### src/rtl/multiplicador_pkg.sv
// Shared definitions for the parametrised shift-add multiplier:
// FSM state encoding and the iteration-counter width helper.
package multiplicador_pkg;

  typedef enum logic [1:0] {
    IDLE = 2'd0,
    CALC = 2'd1,
    FIX  = 2'd2,
    FIM  = 2'd3
  } state_t;

  // Counter must reach WIDTH itself, hence WIDTH+1 distinct values.
  function automatic int cntWidth(input int width);
    return $clog2(width + 1);
  endfunction

endpackage

### src/rtl/multiplicador_param_if.sv
// Start/done handshake and operand/result bus between the control unit
// (master) and the multiplier (slave).
interface multiplicador_param_if #(
  parameter int WIDTH = 4
);

  logic                 St;
  logic                 Sinal;
  logic [WIDTH-1:0]     Multiplicando;
  logic [WIDTH-1:0]     Multiplicador;
  logic                 Done;
  logic                 Idle;
  logic [2*WIDTH-1:0]   Produto;

  modport master (
    output St, Sinal, Multiplicando, Multiplicador,
    input  Done, Idle, Produto
  );

  modport slave (
    input  St, Sinal, Multiplicando, Multiplicador,
    output Done, Idle, Produto
  );

endinterface

### src/rtl/multiplicador_param_abs_neg.sv
// Combinational conditional two's-complement negate; with neg_i tied to the
// operand sign it yields the unsigned magnitude (the most negative value maps to 2^(WIDTH-1)).
module mult_abs_neg #(
  parameter int WIDTH = 4
) (
  input  logic [WIDTH-1:0] a_i,
  input  logic             neg_i,
  output logic [WIDTH-1:0] y_o
);

  assign y_o = neg_i ? (~a_i + 1'b1) : a_i;

endmodule

### src/rtl/multiplicador_param.sv
// Sequential shift-add multiplier, signed or unsigned, fixed latency of WIDTH+2
// edges from the start edge to the Done cycle.
module multiplicador_param
  import multiplicador_pkg::*;
#(
  parameter int WIDTH = 4
) (
  input  logic             Clk,
  input  logic             Rst,
  multiplicador_param_if.slave bus
);

  localparam int CW = cntWidth(WIDTH);
  localparam int PW = 2 * WIDTH;

  state_t            state_q, state_d;
  logic [WIDTH-1:0]  mcand_q, mcand_d;
  logic [PW:0]       acc_q, acc_d;
  logic [CW-1:0]     cnt_q, cnt_d;
  logic              neg_q, neg_d;
  logic [PW-1:0]     prod_q, prod_d;

  logic [WIDTH-1:0]  magA, magB;
  logic [PW-1:0]     fixedProd;
  logic [WIDTH:0]    upperSum;

  mult_abs_neg #(.WIDTH(WIDTH)) uAbsA (
    .a_i   (bus.Multiplicando),
    .neg_i (bus.Sinal & bus.Multiplicando[WIDTH-1]),
    .y_o   (magA)
  );

  mult_abs_neg #(.WIDTH(WIDTH)) uAbsB (
    .a_i   (bus.Multiplicador),
    .neg_i (bus.Sinal & bus.Multiplicador[WIDTH-1]),
    .y_o   (magB)
  );

  mult_abs_neg #(.WIDTH(PW)) uFix (
    .a_i   (acc_q[PW-1:0]),
    .neg_i (neg_q),
    .y_o   (fixedProd)
  );

  // Upper WIDTH+1 bits absorb the carry of the partial-product add.
  assign upperSum = acc_q[PW:WIDTH] + {1'b0, mcand_q};

  always_comb begin
    state_d = state_q;
    mcand_d = mcand_q;
    acc_d   = acc_q;
    cnt_d   = cnt_q;
    neg_d   = neg_q;
    prod_d  = prod_q;
    case (state_q)
      IDLE: begin
        if (bus.St) begin
          state_d = CALC;
          mcand_d = magA;
          acc_d   = {{(WIDTH+1){1'b0}}, magB};
          cnt_d   = '0;
          neg_d   = bus.Sinal & (bus.Multiplicando[WIDTH-1] ^ bus.Multiplicador[WIDTH-1]);
        end
      end
      CALC: begin
        if (acc_q[0]) acc_d = {upperSum, acc_q[WIDTH-1:0]} >> 1;
        else          acc_d = acc_q >> 1;
        cnt_d = cnt_q + 1'b1;
        if (cnt_q == CW'(WIDTH - 1)) state_d = FIX;
      end
      FIX: begin
        prod_d  = fixedProd;
        state_d = FIM;
      end
      FIM:     state_d = IDLE;
      default: state_d = IDLE;
    endcase
  end

  always_ff @(posedge Clk) begin
    if (Rst) begin
      state_q <= IDLE;
      mcand_q <= '0;
      acc_q   <= '0;
      cnt_q   <= '0;
      neg_q   <= 1'b0;
      prod_q  <= '0;
    end else begin
      state_q <= state_d;
      mcand_q <= mcand_d;
      acc_q   <= acc_d;
      cnt_q   <= cnt_d;
      neg_q   <= neg_d;
      prod_q  <= prod_d;
    end
  end

  assign bus.Done    = (state_q == FIM);
  assign bus.Idle    = (state_q == IDLE);
  assign bus.Produto = prod_q;

endmodule

### src/flat_wrapper.sv
// flat-port wrapper written by rule: the top's interface ports become plain ports
module multiplicador_param_flat import multiplicador_pkg::*;
#(
  parameter int WIDTH = 4
)
  (Clk, Rst, bus_St, bus_Sinal, bus_Multiplicando, bus_Multiplicador, bus_Done, bus_Idle, bus_Produto);
  multiplicador_param_if #(.WIDTH(WIDTH)) bus_i ();
  input  logic Clk;
  input  logic Rst;
  input wire logic [$bits(bus_i.St)-1:0] bus_St;
  input wire logic [$bits(bus_i.Sinal)-1:0] bus_Sinal;
  input wire logic [$bits(bus_i.Multiplicando)-1:0] bus_Multiplicando;
  input wire logic [$bits(bus_i.Multiplicador)-1:0] bus_Multiplicador;
  output wire logic [$bits(bus_i.Done)-1:0] bus_Done;
  output wire logic [$bits(bus_i.Idle)-1:0] bus_Idle;
  output wire logic [$bits(bus_i.Produto)-1:0] bus_Produto;
  assign bus_i.St = bus_St;
  assign bus_i.Sinal = bus_Sinal;
  assign bus_i.Multiplicando = bus_Multiplicando;
  assign bus_i.Multiplicador = bus_Multiplicador;
  assign bus_Done = bus_i.Done;
  assign bus_Idle = bus_i.Idle;
  assign bus_Produto = bus_i.Produto;
  multiplicador_param #(.WIDTH(WIDTH)) u_core (.Clk(Clk), .Rst(Rst), .bus(bus_i));
endmodule
### config.mk
export PLATFORM = sky130hd
export DESIGN_NAME = multiplicador_param_flat
export DESIGN_NICKNAME = d
export VERILOG_FILES = /design/src/rtl/multiplicador_pkg.sv /design/src/rtl/multiplicador_param_if.sv /design/src/rtl/multiplicador_param_abs_neg.sv /design/src/rtl/multiplicador_param.sv /design/src/flat_wrapper.sv
export SDC_FILE = /design/constraint.sdc
export NUM_CORES = 1
export LEC_CHECK = 0
export CORE_MARGIN = 3
export CORE_UTILIZATION = 39
export CTS_BUF_LIST = sky130_fd_sc_hd__clkbuf_8
export DETAILED_ROUTE_END_ITERATION = 10
export PLACE_DENSITY = 0.7
export SLEW_MARGIN = 20
export SYNTH_ARGS = -nofsm -noshare
export SYNTH_HDL_FRONTEND = slang
export SYNTH_HIERARCHICAL = 1
export SYNTH_SLANG_ARGS = --single-unit
### constraint.sdc
create_clock -name Clk -period 2.4 [get_ports Clk]
set_clock_uncertainty 0.1 [all_clocks]
set_input_delay 0.48 -clock Clk [delete_from_list [all_inputs] [get_ports Clk]]
set_output_delay 0.48 -clock Clk [all_outputs]
set_load 0.02 [all_outputs]
==> results.cfg <==
[yosys]
avgSynthCellArea_um2 = 9.03
syn_nets = 209
netlist_instances = 182
synth_seq_cells = 26
synthesis.area_um2 = 1640
synth_area_leaders = dfxtp_1 32%, ha_1 11%, mux2i_1 8.5%, xnor2_1 5.9%, nor2_1 4.6%
yosys_warnings = 6
synth_common_cells = 26 x dfxtp_1, 20 x nor2_1, 15 x inv_1
ys.flop_type = dfxtp_1
synth-async-reset-ratio_pct = 0
synth_top_cell_area_share_pct = 31.7
synth_edf_count = 0
yosysSeqAreaShare_pct = 31.7
synth_most_common_cell = dfxtp_1
synth_top_cell_by_area = dfxtp_1
synth_cell_type_count = 39

[floorplanning]
num_rows = 22
core-area_um2 = 3850
fp.dieArea_um2 = 5030
io_pins = 22
die_h_um = 70.9
start_util_pct = 42.7
die_x_um = 70.9

[sta]
slew_violations = 0
rsz0062_at_grt = no
setup-tns-final_ps = 0
setup_viol = 0
min_period_ps = 2120
clock.fmax_mhz = 472
slew_headroom_pct = 67.0
min_period_over_period_pct = 88.3
worst_pin_slew_ps = 494
hold_viol = 0

[global_route]
grtUsageTotal_pct = 12.8
grt_pass1_vias = 1153
grt_first_pass_wirelength_um = 5200
antenna_found_initial = 0
grt_max_degree = 27
grt_overflow = 0

[place]
gp_congestion = 0.723
portBuffers = 21
dp_hpwl_um = 2210
dp_cells = 243

[clock_tree]
clk_path_buf_depth = 2
post_cts_resize_count = 0
cts_buffers = 3
post_cts_buffers = 0
cts_tree = yes
cts_root_buf = clkbuf_8
ctsHoldBuffers = 0
worstSkewPairLatency_ps = 270
clk_pin_slew_worst_paths_ps = 90
htree_levels = 1
clkSinkCount = 26

[setup_path]
critPathMaxFanout = 4
critical_path_class = flop to output pin
crit_path_start_kind = flop
r2r-start = u_core/acc_q[5]$_SDFFE_PP0P_
startpoint = u_core/state_q[0]$_SDFFE_PP0P_
crit_required_ps = 1820
arrival_ps = 1540
endpoint_kind = output pin

[power_and_ir_drop]
p_leak_uw = 0.000729
p_total_uw = 1540
peakVddDrop_mv = 0.370
powerDensity_nw_per_um2 = 810

[run_status]
status = completed

[routing]
drtIter0Drc = 54
drt_wl_total_um = 2910
postRouteAntennaNets = 0
vias = 1236
drc = 0
first_pass_iters = 4
drt-vias-per-instance = 5.02
wl_per_cell_um = 11.8

[final_layout]
nets = 227
multi_input_area_um2 = 990
final_cells = 246
area_growth_pct = 15.6
layout-drive-gt1-share_pct = 10.1
seq_area_um2 = 520
fillers = 383
antenna_cells = 0

[worst_hold_path]
hold_path_class = flop to flop
hold_start = u_core/mcand_q[0]$_SDFFE_PP0P_

[flow_run]
drv_cap = 0
[cell families (layout without fill, tap and decap cells)]
family / count (synthesis) / after routing / share of synthesized area (%)
AO/OA/AOI/OAI: 36 / 36 / 17.0
XOR/XNOR: 12 / 12 / 6.39
adder cells (fa/ha/maj): 15 / 15 / 11.9
buffers and inverters: 26 / 42 / 8.14
flip-flops: 26 / 26 / 31.7
multiplexers: 15 / 15 / 9.21
AND/OR/NAND/NOR: 52 / 52 / 15.7
[cell type report]
cell class	instances	area share, %
multi-input cells	130	52.1
repair buffers	24	12.2
flip-flops and latches	26	27.4
clock buffers	3	2.17
inverters	15	2.96
well taps	48	3.16
[sequential cells by signal, summed over array words and instances (netlist names)]
signal,flops
u_core/neg_q,1
u_core/cnt_q,3
u_core/mcand_q,4
u_core/bus.Produto,8
u_core/acc_q,8
u_core/state_q,2
[worst paths after layout]
path,cells past startpoint,to,slack [ps]
max,3,bus_Idle,280
min,2,u_core/mcand_q[0]$_SDFFE_PP0P_,360
max reg2reg,6,u_core/acc_q[5]$_SDFFE_PP0P_,580
min reg2reg,2,u_core/mcand_q[0]$_SDFFE_PP0P_,360
[stage by stage]
step	utilization [%]	hold slack (ps)	setup slack, ps	area [um^2]
floorplan	-	341	601	1640
global placement	48.2	352	426	1860
detailed placement	48.2	357	357	1860
CTS	49.3	369	273	1900
global route	49.3	387	180	1900
finish	49.3	364	281	1900
[routing by layer]
layer  GRT usage [%]  vias up  wire length, um
met3            3.41        4              122
met2            21.1       21             1320
li1                -      643                -
met5               0        -                0
met1            16.6      568             1450
met4            3.13        0               25
[layout by cell type, fill, tap and decap left out, types with 2 or more instances in the layout]
cell type | netlist | final
dfxtp_1 | 26 | 26
clkdlybuf4s50_1 | 0 | 21
nor2_1 | 20 | 20
inv_1 | 15 | 15
mux2i_1 | 14 | 14
ha_1 | 14 | 14
nand2_1 | 13 | 13
a21oi_1 | 11 | 11
xnor2_1 | 11 | 11
o21ai_0 | 6 | 6
nand3_1 | 5 | 5
a22oi_1 | 4 | 4
nand2b_1 | 4 | 4
clkbuf_8 | 0 | 3
a211oi_1 | 3 | 3
buf_4 | 3 | 3
o31ai_2 | 3 | 3
and2_1 | 2 | 2
or3_4 | 2 | 2
[critical path, cell delays in order, from the launching register on]
cell and delay (ps):
dfxtp_1 400, inv_1 100, ha_1 230, clkdlybuf4s50_1 540
[report_power, final]
part           switching, uW  internal, uW  total [uW]  leakage, uW
clock network            132           112         244    0.0000216
logic                    362           326         689     0.000496
registers                101           507         607     0.000212
total                    595           945        1540     0.000729
(Power assumes the default switching activity.)
==> edit, RTL diff (same settings) <==
Take the reset off `prod_q` and load it in a clocked block of its own.
--- a/src/rtl/multiplicador_param.sv
+++ b/src/rtl/multiplicador_param.sv
@@ -84,15 +84,17 @@
       acc_q   <= '0;
       cnt_q   <= '0;
       neg_q   <= 1'b0;
-      prod_q  <= '0;
     end else begin
       state_q <= state_d;
       mcand_q <= mcand_d;
       acc_q   <= acc_d;
       cnt_q   <= cnt_d;
       neg_q   <= neg_d;
-      prod_q  <= prod_d;
     end
+  end
+
+  always_ff @(posedge Clk) begin
+    prod_q <= prod_d;
   end
 
   assign bus.Done    = (state_q == FIM);
Formal check against the unedited RTL: differs if Rst is asserted again (counterexample within 10 cycles, from zero or initial values and one cycle with Rst high); with Rst held inactive, the same outputs for 10 cycles.
==> edit against the original RTL <==
  * Synthesized area fell by 2.4%
  * Setup slack lost 30 ps
  * First-iteration DRC count grew 35%
  * Routed wire length shrank 1.3%
  * Register-to-register slack got worse by 30 ps
  * Critical path depth stayed put
  * Power grew 9.8%
  * Cell area is 1.3% lower
  * Sequential cell count unchanged
  * Critical path type unchanged
  * Highest routed layer unchanged
==> edit: results (changes against the original RTL) <==
status: complete, no violations
YS warnings: 6 (unchanged)
H-tree levels: 1 (unchanged)
mux contribution to synthesized area: 4.443% (-4.8 points)
maximum vdd drop: 0.0004534 V (+23%)
DR pass1 iterations: 5 (+1)
first-pass GRT wire length: 4947 µm (-4.9%)
met2 WL: 1416 µm (+7.4%)
Detailed Place HPWL: 2264 µm (+2.6%)
Leak: 0.7162 nW (-1.7%)
worst-skew pair later-pin latency: 280 ps
post-synthesis sequential area ratio: 37.41% (+5.8 points)
Detailed Route Iter0 Violations: 73 (+35%)
Met1 Routed Length: 1278 µm (-12%)
vias per inst: 5.139 (+2.3%)
hold_buf cts: 0 (unchanged)
gpl congestion: 0.7452 (+3.1%)
largest cells by area after synthesis: dfxtp_1, edfxtp_1, ha_1, xnor2_1, mux2i_1
gr ovfl total: 0 (unchanged)
layout cells sized above 1: 10.99% (+0.89 points)
Synth top cells by count: dfxtp_1, inv_1, ha_1, nand2_1, nor2_1
XOR/XNOR share of the synthesized area: 6.547% (+0.15 points)
Post-Place Cell Area: 0.001822 mm² (-2.0%)
R2R Setup Slk: 550 ps (-30 ps)
ANT cells: 0 (unchanged)
Post-synth EDFFs: 8 (+8)
Compound-Gate Fraction of Synth Area: 17.46% (+0.41 points)
Synth Area in Adders: 12.16% (+0.29 points)
worst rel slew slack: 53.86% (-13 points)
NumNets Final: 210 (-7.5%)
Place WS: 340.5 ps (-16.15 ps)
max incr delay on CP: 610 ps (+70 ps)
Mapped Nets: 191 (-8.6%)
WL final: 2874 µm (-1.3%)
Critical Path AT: 1570 ps (+30 ps)
CP max-delay cell: clkdlybuf4s50_1
met3 routed WL: 111 µm (-9.0%)
total track usage: 12.31% (-0.47 points)
largest net degree at the start of global routing: 19 (-30%)
## edit: changes by cell type in the layout (fill, tap and decap cells not counted)
cell / unedited run / this run
edfxtp_1: 0 / 8
nor2_1: 20 / 12
clkbuf_8: 3 / 4
buf_4: 3 / 2
dfxtp_1: 26 / 18
mux2i_1: 14 / 6
## edit: metrics by stage
stage	std cells	hold slack [ps]
global placement	226	356.2
floorplan	164	340.6
CTS	230	367.2
detailed placement	226	354.4
finish	230	366.2
global route	230	387.2
## edit: power by group
group          internal [W]  switching, W
Clock              0.000147      0.000144
Combinational      0.000345      0.000388
Sequential         0.000568     0.0000978
Total               0.00106      0.000630
## edit: cells by family (layout without fill, tap and decap cells)
family          after synthesis  count (layout)
compound gates               36              36
xor+xnor                     12              12
fa+ha+maj                    15              15
buf+inv                      24              42
flops                        26              26
mux                           7               7
simple gates                 44              44
## edit: final timing paths
kind | startpoint | endpoint | depth (start not counted)
max | u_core/state_q[1] | bus_Idle | 3
min | u_core/mcand_q[0] | u_core/mcand_q[0] | 2
max reg2reg | u_core/acc_q[5] | u_core/acc_q[5] | 6
min reg2reg | u_core/mcand_q[0] | u_core/mcand_q[0] | 2
## edit: critical path, delay by kind of cell (launching register included)
kind | cells | cell delay [ps]
adder cells (fa/ha/maj) | 1 | 200
flip-flops | 1 | 360
buffers and inverters | 2 | 730
## edit: layer usage
layer | up-vias | global-route usage, %
met5 | - | 0
met4 | 0 | 6.383
met3 | 5 | 1.295
met2 | 37 | 21.62
met1 | 544 | 14.67
li1 | 596 | -
## edit: cell type report
cell class / count / area (µm²)
Inverter: 15 / 56.30
Tap cell: 48 / 60.06
Clock buffer: 4 / 55.05
Fill cell: 368 / 1922
Multi-Input combinational cell: 114 / 879.6
Timing Repair Buffer: 23 / 225.2
Sequential cell: 26 / 600.6
